$ cat src/rtl/lab4_decoder_seq.sv
// Sequential active-low line driver: accepts a 5-bit code, holds the matching A line low, then idles for a recovery gap.
// Define LAB4_DECODER_ERR_STICKY_EN to make err latch until reset instead of pulsing for one cycle.
module lab4_decoder_seq #(
    parameter int HOLD_CYCLES = 4,
    parameter int GAP_CYCLES  = 1
) (
    input  logic clk,
    input  logic reset,
    input  logic in_valid,
    output logic in_ready,
    input  logic Y0,
    input  logic Y1,
    input  logic Y2,
    input  logic Y3,
    input  logic Y4,
    output logic A0,
    output logic A1,
    output logic A2,
    output logic A3,
    output logic A4,
    output logic A5,
    output logic A6,
    output logic A7,
    output logic A8,
    output logic busy,
    output logic done,
    output logic err
);

    typedef enum logic [1:0] {IDLE, DRIVE, GAP} state_t;

    localparam logic [7:0] HOLD_LOAD = 8'(HOLD_CYCLES - 1);
    localparam logic [7:0] GAP_LOAD  = 8'(GAP_CYCLES - 1);
    localparam logic [4:0] NO_LINE   = 5'd16;

    state_t     state, state_nxt;
    logic [7:0] cnt, cnt_nxt;
    logic [8:0] lines, lines_nxt;
    logic       ready_nxt, busy_nxt, done_nxt, err_nxt;
    logic [4:0] code;
    logic       xfer;

    assign code = {Y4, Y3, Y2, Y1, Y0};
    assign xfer = in_valid && in_ready;
    assign {A8, A7, A6, A5, A4, A3, A2, A1, A0} = lines;

    // The line register doubles as the latched index, so Y* changes after acceptance have no effect.
    function automatic logic [8:0] line_mask(input logic [3:0] idx);
        return ~(9'b1 << idx);
    endfunction

    always_comb begin
        state_nxt = state;
        cnt_nxt   = cnt;
        lines_nxt = lines;
        done_nxt  = 1'b0;
`ifdef LAB4_DECODER_ERR_STICKY_EN
        err_nxt   = err;
`else
        err_nxt   = 1'b0;
`endif
        case (state)
            IDLE: begin
                lines_nxt = '1;
                if (xfer) begin
                    if (code <= 5'd8) begin
                        lines_nxt = line_mask(code[3:0]);
                        cnt_nxt   = HOLD_LOAD;
                        state_nxt = DRIVE;
                    end else if (code != NO_LINE) begin
                        err_nxt = 1'b1;
                    end
                end
            end
            DRIVE: begin
                if (cnt == 8'd0) begin
                    lines_nxt = '1;
                    done_nxt  = 1'b1;
                    if (GAP_CYCLES == 0) begin
                        state_nxt = IDLE;
                        cnt_nxt   = 8'd0;
                    end else begin
                        state_nxt = GAP;
                        cnt_nxt   = GAP_LOAD;
                    end
                end else begin
                    cnt_nxt = cnt - 8'd1;
                end
            end
            GAP: begin
                lines_nxt = '1;
                if (cnt == 8'd0) begin
                    state_nxt = IDLE;
                end else begin
                    cnt_nxt = cnt - 8'd1;
                end
            end
            default: begin
                state_nxt = IDLE;
                lines_nxt = '1;
                cnt_nxt   = 8'd0;
            end
        endcase
        ready_nxt = (state_nxt == IDLE);
        busy_nxt  = (state_nxt != IDLE);
    end

    always_ff @(posedge clk) begin
        if (reset) begin
            state    <= IDLE;
            cnt      <= 8'd0;
            lines    <= '1;
            in_ready <= 1'b1;
            busy     <= 1'b0;
            done     <= 1'b0;
            err      <= 1'b0;
        end else begin
            state    <= state_nxt;
            cnt      <= cnt_nxt;
            lines    <= lines_nxt;
            in_ready <= ready_nxt;
            busy     <= busy_nxt;
            done     <= done_nxt;
            err      <= err_nxt;
        end
    end

endmodule

$ cat config.mk
export PLATFORM = sky130hd
export DESIGN_NAME = lab4_decoder_seq
export DESIGN_NICKNAME = d
export VERILOG_FILES = /design/src/rtl/lab4_decoder_seq.sv
export SDC_FILE = /design/constraint.sdc
export NUM_CORES = 1
export LEC_CHECK = 0
export ABC_AREA = 0
export BUFFER_PORTS_ARGS = -buffer_cell sky130_fd_sc_hd__buf_2
export CAP_MARGIN = 20
export CORE_MARGIN = 1.5
export CORE_UTILIZATION = 54
export CTS_CLUSTER_SIZE = 16
export DETAILED_ROUTE_END_ITERATION = 16
export PLACE_DENSITY = 0.78
export RECOVER_POWER = 25
export SLEW_MARGIN = 30
export SYNTH_ARGS = -nofsm -noshare
export SYNTH_HDL_FRONTEND = slang
export SYNTH_SLANG_ARGS = --single-unit
$ cat constraint.sdc
create_clock -name clk -period 2.5 [get_ports clk]
set_input_delay 0.75 -clock clk [delete_from_list [all_inputs] [get_ports clk]]
set_output_delay 0.75 -clock clk [all_outputs]
set_load 0.03 [all_outputs]
==> impl_results.md, run 1 <==
- Largest cells by area after synthesis: dfxtp_1 (39%), nor2_1 (4.7%), o21ai_0 (4.2%), a22oi_1 (3.8%), o32ai_1 (2.9%)
- Final-layout setup total negative slack: 0 ns
- Skew-Pair Late Insertion Delay: 0.32 ns
- Flops & latches, synth: 23
- TritonCTS clock tree: built
- Netlist cell types: 46
- Standard-cell row count: 16
- LEAKAGE: 0.502 nW
- GRT Total Usage: 24.7%
- Count of yosys warnings during synthesis: 0
- Share of the synthesized area in the top cell type: 38.5%
- Root buffer cell: clkbuf_4
- Maximum number of pins on one net before global-route repair: 16
- Vert. Die Dim: 50.0 µm
- Number of antenna violations at the first check in global routing: 0
- Width of the chip: 50.0 µm
- Vias in the first global route: 1022
- Average routed wire per standard cell: 15.5 µm
- Crit path launch type: register
- Cell area after technology mapping: 1190 µm²
- Number of maximum-capacitance violations: 0
- Crit path kind: register to register
- Hold Fails Final Rpt: 0
- Inserted Clock Buffers: 3
- Placeable core region: 2020 µm²
- Final worst path period need: 2.11 ns
- Worst-case clock skew: 0.00209 ns
- Post-layout instance count excluding filler cells: 181
- Unrepaired setup endpoints after global routing: no
- Last weighted congestion value of the routability-driven placer: 0.894
- Number of enable-type register cells in the synthesized netlist: 0
- Slack of the worst reg-to-reg path: 0.39 ns
- Layout overhead on the synthesized area: 10.5%
- Clock Sinks: 23
- Post-synth ARST share: 0%
- Post-cts gate resize count: 0
- Element type at the critical path end: register
- Sequential element share of the synthesized area: 38.5%
- Post-route DRC: 0
- I/O Pins: 21
- Cell accounting for the most synthesized area: dfxtp_1
- Maximum number of buffers from clock root to sink: 2
- Quantity of hold-fixing buffers added after cts: 0
- Actual slew at the worst max-slew pin: 0.588 ns
- Power density over cell area: 559 nW/µm²
- Most instantiated library cell after synthesis: dfxtp_1
- Worst slew margin relative to its limit: 60.3%
- Number of nets in the finished design: 165
- Dominant synthesized flop cell: dfxtp_1
- Peak VDD IR: 0.293 mV
- Mapped Nets: 144
- Drt initial violations: 40
- Post-route antenna net violation count: 0
- Clk pin slew, worst setup/hold paths: 0.13 ns
- Hold/Removal Path Class: register to register
- Leftover overflow at the end of global routing: 0
- Die footprint: 2500 µm²
- Crit path required time: 2.73 ns
- Effective utilization at floorplan: 59.1%
- Post-CTS repair timing setup buffer count: 0
- Final setup violation count: 0
- HPWL Detailed: 2050 µm
- Core Util, Final: 65.3%
- Average cell area after synthesis: 8.92 µm²
- Number of instances in the synthesized netlist: 134
- Final Cycle Share: 84.6%
- Number of placed instances, taps included: 177
- # port buffers: 20
- Status: complete, no violations
- CTS H-Tree Depth: 1
- Max Clk Rate: 0.473 GHz
- Antenna cells: 0
- Number of pins exceeding their max-slew limit in the final report: 0
- Via density per instance: 6.13
- First-pass iteration count of the detailed router: 4
- Layout cell share with drive strength beyond 1: 16.2%
- Via count: 1110
- Worst Path Arrival: 2.34 ns
- Post-synth top cells: dfxtp_1 (23), nor2_1 (15), o21ai_0 (10)
- Maximum fanout along the worst path: 15
- Global-route wire length before repair: 4760 µm
- Detailed Route WL: 2800 µm
layout by cell type, fill, tap and decap left out, types with 3 or more instances in the layout:
cell and n:
inv_1 8, o21ai_0 10, nor2_1 15, nor3_1 3
clkbuf_1 8, nand2_1 9, a21oi_1 3, a22oi_1 6
dfxtp_1 23, nor4_1 3, o32ai_1 4, buf_2 12
clkbuf_4 3, and3_1 4
report_power, final:
group | switching (mW) | total (mW) | internal, mW
Combinational | 0.100 | 0.166 | 0.0656
Sequential | 0.0129 | 0.391 | 0.378
Clock | 0.121 | 0.181 | 0.0599
Total | 0.234 | 0.738 | 0.504
area by class of cell:
| type | instances | area [µm²] |
|---|---|---|
| Inverter | 8 | 30.0 |
| Tap cell | 27 | 33.8 |
| Clock inverter | 1 | 5.00 |
| Multi-Input combinational cell | 98 | 671 |
| Sequential cell | 23 | 460 |
| Fill cell | 191 | 702 |
| Clock buffer | 3 | 22.5 |
| Timing Repair Buffer | 21 | 97.6 |
routing by layer:
| layer | global-route usage [%] | share of wire, % | vias up |
|---|---|---|---|
| li1 | - | - | 542 |
| met3 | 2.73 | 3.7 | 4 |
| met4 | 9.26 | 1.2 | 0 |
| met2 | 41.4 | 50 | 41 |
| met5 | 0 | 0 | - |
| met1 | 32.4 | 45 | 523 |
path summary, 6_finish.rpt:
check	start	end	cells past startpoint
max	cnt[0]	cnt[0]	6
min	cnt[6]	cnt[6]	1
max reg2reg	cnt[0]	cnt[0]	6
min reg2reg	cnt[6]	cnt[6]	1
state kept, by name, indices dropped and copies added (netlist names):
name / flops
lines: 9
cnt: 8
state: 2
busy: 1
done: 1
err: 1
in_ready: 1
kinds of logic after synthesis:
kind of cell / count (synthesis) / share of synthesized area [%]
simple gates: 54 / 26.0
compound gates: 40 / 26.9
flops: 23 / 38.5
buf+inv: 13 / 4.92
fa+ha+maj: 3 / 2.93
xor+xnor: 1 / 0.733
stage by stage:
stage,setup WS [ns],power (mW),hold slack [ns],area [µm²]
floorplan,0.472,0.522,0.452,1190
global placement,0.250,0.557,0.491,1310
detailed placement,0.208,0.565,0.505,1310
CTS,0.413,0.740,0.535,1340
global route,0.177,0.782,0.553,1320
finish,0.386,0.738,0.528,1320
worst max-delay path: stages, from the launching register on:
cell and delay (ns):
dfxtp_1 0.34, inv_1 0.13, ha_1 0.21, nor4b_2 0.45, a21o_1 0.49, nand2_1 0.13
o221a_2 0.28
Note: power is estimated with default switching activity, not from simulation.
==> inputs of run 2 (changes only) <==
- CORE_UTILIZATION: 54 -> 49
- PLACE_DENSITY: 0.78 -> 0.75
- clock period: 2.5 -> 1.9 ns (I/O delays scaled with it)
==> impl_results.md, run 2 (same netlist as run 1, synthesis figures left out) <==
- Core Util, Final: 66.6% (was 65.3%)
- Maximum number of pins on one net before global-route repair: 16 (unchanged)
- Placeable core region: 2250 µm² (was 2020 µm²)
- First-pass iteration count of the detailed router: 4 (unchanged)
- Hold/Removal Path Class: register to register (unchanged)
- Hold Fails Final Rpt: 0 (unchanged)
- Number of maximum-capacitance violations: 0 (unchanged)
- Crit path required time: 2.12 ns (was 2.73 ns)
- Post-layout worst setup margin: -0.0231 ns (was 0.386 ns)
- Worst-case setup slack after placement: -0.181 ns (was 0.208 ns)
- Post-route antenna net violation count: 0 (unchanged)
- I/O Pins: 21 (unchanged)
- Worst-case clock skew: 0.00306 ns (was 0.00209 ns)
- Inserted Clock Buffers: 3 (unchanged)
- Power density over cell area: 687 nW/µm² (was 559 nW/µm²)
- Maximum number of buffers from clock root to sink: 2 (unchanged)
- Highest signal layer in the routed design: met4 (unchanged)
- Register containing the most flip-flops in the final layout: lines (unchanged)
- Element type at the critical path end: register (unchanged)
- Root buffer cell: clkbuf_4 (unchanged)
- Worst flop-to-flop path endpoint: cnt[0] (unchanged)
- Final worst path period need: 1.92 ns (was 2.11 ns)
- Effective utilization at floorplan: 53.0% (was 59.1%)
- Post-route DRC: 0 (unchanged)
- Number of pins exceeding their max-slew limit in the final report: 0 (unchanged)
- Maximum fanout along the worst path: 3 (was 15)
- Layout cell share with drive strength beyond 1: 32.2% (was 16.2%)
- Worst slew margin relative to its limit: 73.9% (was 60.3%)
- Status: finished with violations (was complete, no violations)
- Number of nets in the finished design: 182 (was 165)
- Worst flop-to-flop path startpoint: cnt[1] (was cnt[0])
- Peak VDD IR: 0.462 mV (was 0.293 mV)
- Top flop regs: lines x9, cnt x8, state x2 (unchanged)
- Layout overhead on the synthesized area: 25.7% (was 10.5%)
- Die footprint: 2740 µm² (was 2500 µm²)
- Leading cell types in the layout, fill and taps excluded: dfxtp_1 (21), buf_2 (20), buf_4 (17), nor2_1 (15), o21ai_0 (10) (was dfxtp_1 (23), nor2_1 (15), buf_2 (12), o21ai_0 (10), nand2_1 (9))
- Final Cycle Share: 101% (was 84.6%)
- Quantity of hold-fixing buffers added after cts: 0 (unchanged)
- Total placed instance area: 1440 µm² (was 1310 µm²)
- CTS H-Tree Depth: 1 (unchanged)
- Clock Sinks: 23 (unchanged)
- Vias in the first global route: 1050 (was 1022)
- Number of fill cells: 211 (was 191)
- Detailed Route WL: 2960 µm (was 2800 µm)
- Worst Setup EP: cnt[0] (unchanged)
- Clk pin slew, worst setup/hold paths: 0.13 ns (about the same)
- Most common cell after layout, fill and taps aside: dfxtp_1 (unchanged)
- Global-route wire length before repair: 4530 µm (was 4760 µm)
- Vert. Die Dim: 52.4 µm (was 50.0 µm)
- Skew-Pair Late Insertion Delay: 0.32 ns (about the same)
- DR WL met2: 1440 µm (was 1400 µm)
- Worst Path Arrival: 2.15 ns (was 2.34 ns)
- Detailed route wirelength on metal3: 164 µm (was 104 µm)
- Last weighted congestion value of the routability-driven placer: 0.874 (was 0.894)
- Number of antenna violations at the first check in global routing: 0 (unchanged)
- Final setup violation count: 1 (was 0)
- Average routed wire per standard cell: 14.9 µm (was 15.5 µm)
- Worst hold start: cnt[6] (unchanged)
- Crit path kind: register to register (unchanged)
- Drt initial violations: 27 (was 40)
- Flip-flop count of the largest register, all copies and words added: 9 (unchanged)
- Standard-cell row count: 17 (was 16)
- Length in cells of the worst reg-to-reg path: 6 (unchanged)
- Unrepaired setup endpoints after global routing: yes (was no)
- Slack of the worst reg-to-reg path: -0.02 ns (was 0.39 ns)
- Violations in the final reports: negative setup slack
- Antenna cells: 0 (unchanged)
- Routed length on met1: 1300 µm (was 1270 µm)
- # port buffers: 20 (unchanged)
- Via count: 1192 (was 1110)
- TritonCTS clock tree: built (unchanged)
- Max Clk Rate: 0.520 GHz (was 0.473 GHz)
- Leftover overflow at the end of global routing: 0 (unchanged)
- GRT Total Usage: 22.0% (was 24.7%)
- Critical path origin: cnt[1] (was cnt[0])
- Via density per instance: 5.99 (was 6.13)
- Width of the chip: 52.4 µm (was 50.0 µm)
- LEAKAGE: 0.612 nW (was 0.502 nW)
- Actual slew at the worst max-slew pin: 0.391 ns (was 0.588 ns)
- Total Power Consumption: 1.03 mW (was 0.738 mW)
- Final-layout setup total negative slack: -0.0231 ns (was 0 ns)
- HPWL Detailed: 2100 µm (was 2050 µm)
- Crit path launch type: register (unchanged)
- Final non-filler cell area: 1500 µm² (was 1320 µm²)
## run 2: cell types whose count changed in the layout (fill, tap and decap cells not counted), moves of 2 or more
cell | before | now
buf_2 | 12 | 20
buf_4 | 1 | 17
clkbuf_1 | 8 | 1
dfxtp_1 | 23 | 21
dfxtp_2 | 0 | 2
inv_1 | 8 | 6
inv_2 | 0 | 2
## run 2: worst max-delay path: stages, from the launching register on
cell	delay (ns)
dfxtp_2	0.35
inv_2	0.08
ha_4	0.14
or4b_4	0.51
o41ai_4	0.35
a21oi_1	0.12
o221a_2	0.28
## run 2: how the worst min path moves through the flow
stage          endpoint  slack [ns]  depth (start not counted)
2_1_floorplan    cnt[6]        0.45                          1
3_3_place_gp     cnt[6]        0.48                          1
3_5_place_dp     cnt[6]        0.49                          1
4_1_cts          cnt[6]        0.52                          1
5_1_grt          cnt[6]        0.55                          1
6_report         cnt[6]        0.51                          1
## run 2: cell type report
class | instances | area (µm²) | area share (%)
repair buffers | 38 | 248 | 16.5
well taps | 28 | 35.0 | 2.33
inverters | 8 | 30.0 | 2.00
clock buffers | 4 | 26.3 | 1.75
flip-flops and latches | 23 | 463 | 30.8
multi-input cells | 98 | 699 | 46.6
## run 2: routing by layer
metal | global-route usage [%] | up-vias
li1 | - | 582
met2 | 39.2 | 54
met1 | 26.4 | 546
met4 | 8.55 | 0
met3 | 2.86 | 10
met5 | 0 | -
## run 2: where the power goes
group	switching [mW]	internal (mW)
sequential	0.0145	0.499
combinational	0.150	0.131
clock	0.156	0.0822
total	0.320	0.712
## run 2: timing repair
| action | CTS | global route |
|---|---|---|
| pin swaps | 1 | 4 |
| resized for setup | 1 | 6 |
| endpoints found under the setup margin | 1 | 11 |
| buffers inserted | 0 | 1 |
## run 2: metrics by stage
step,instances,hold WS (ns)
after detailed placement,194,0.494
after global placement,194,0.477
after CTS,198,0.522
after floorplan,134,0.452
after global routing,199,0.551
final,199,0.514
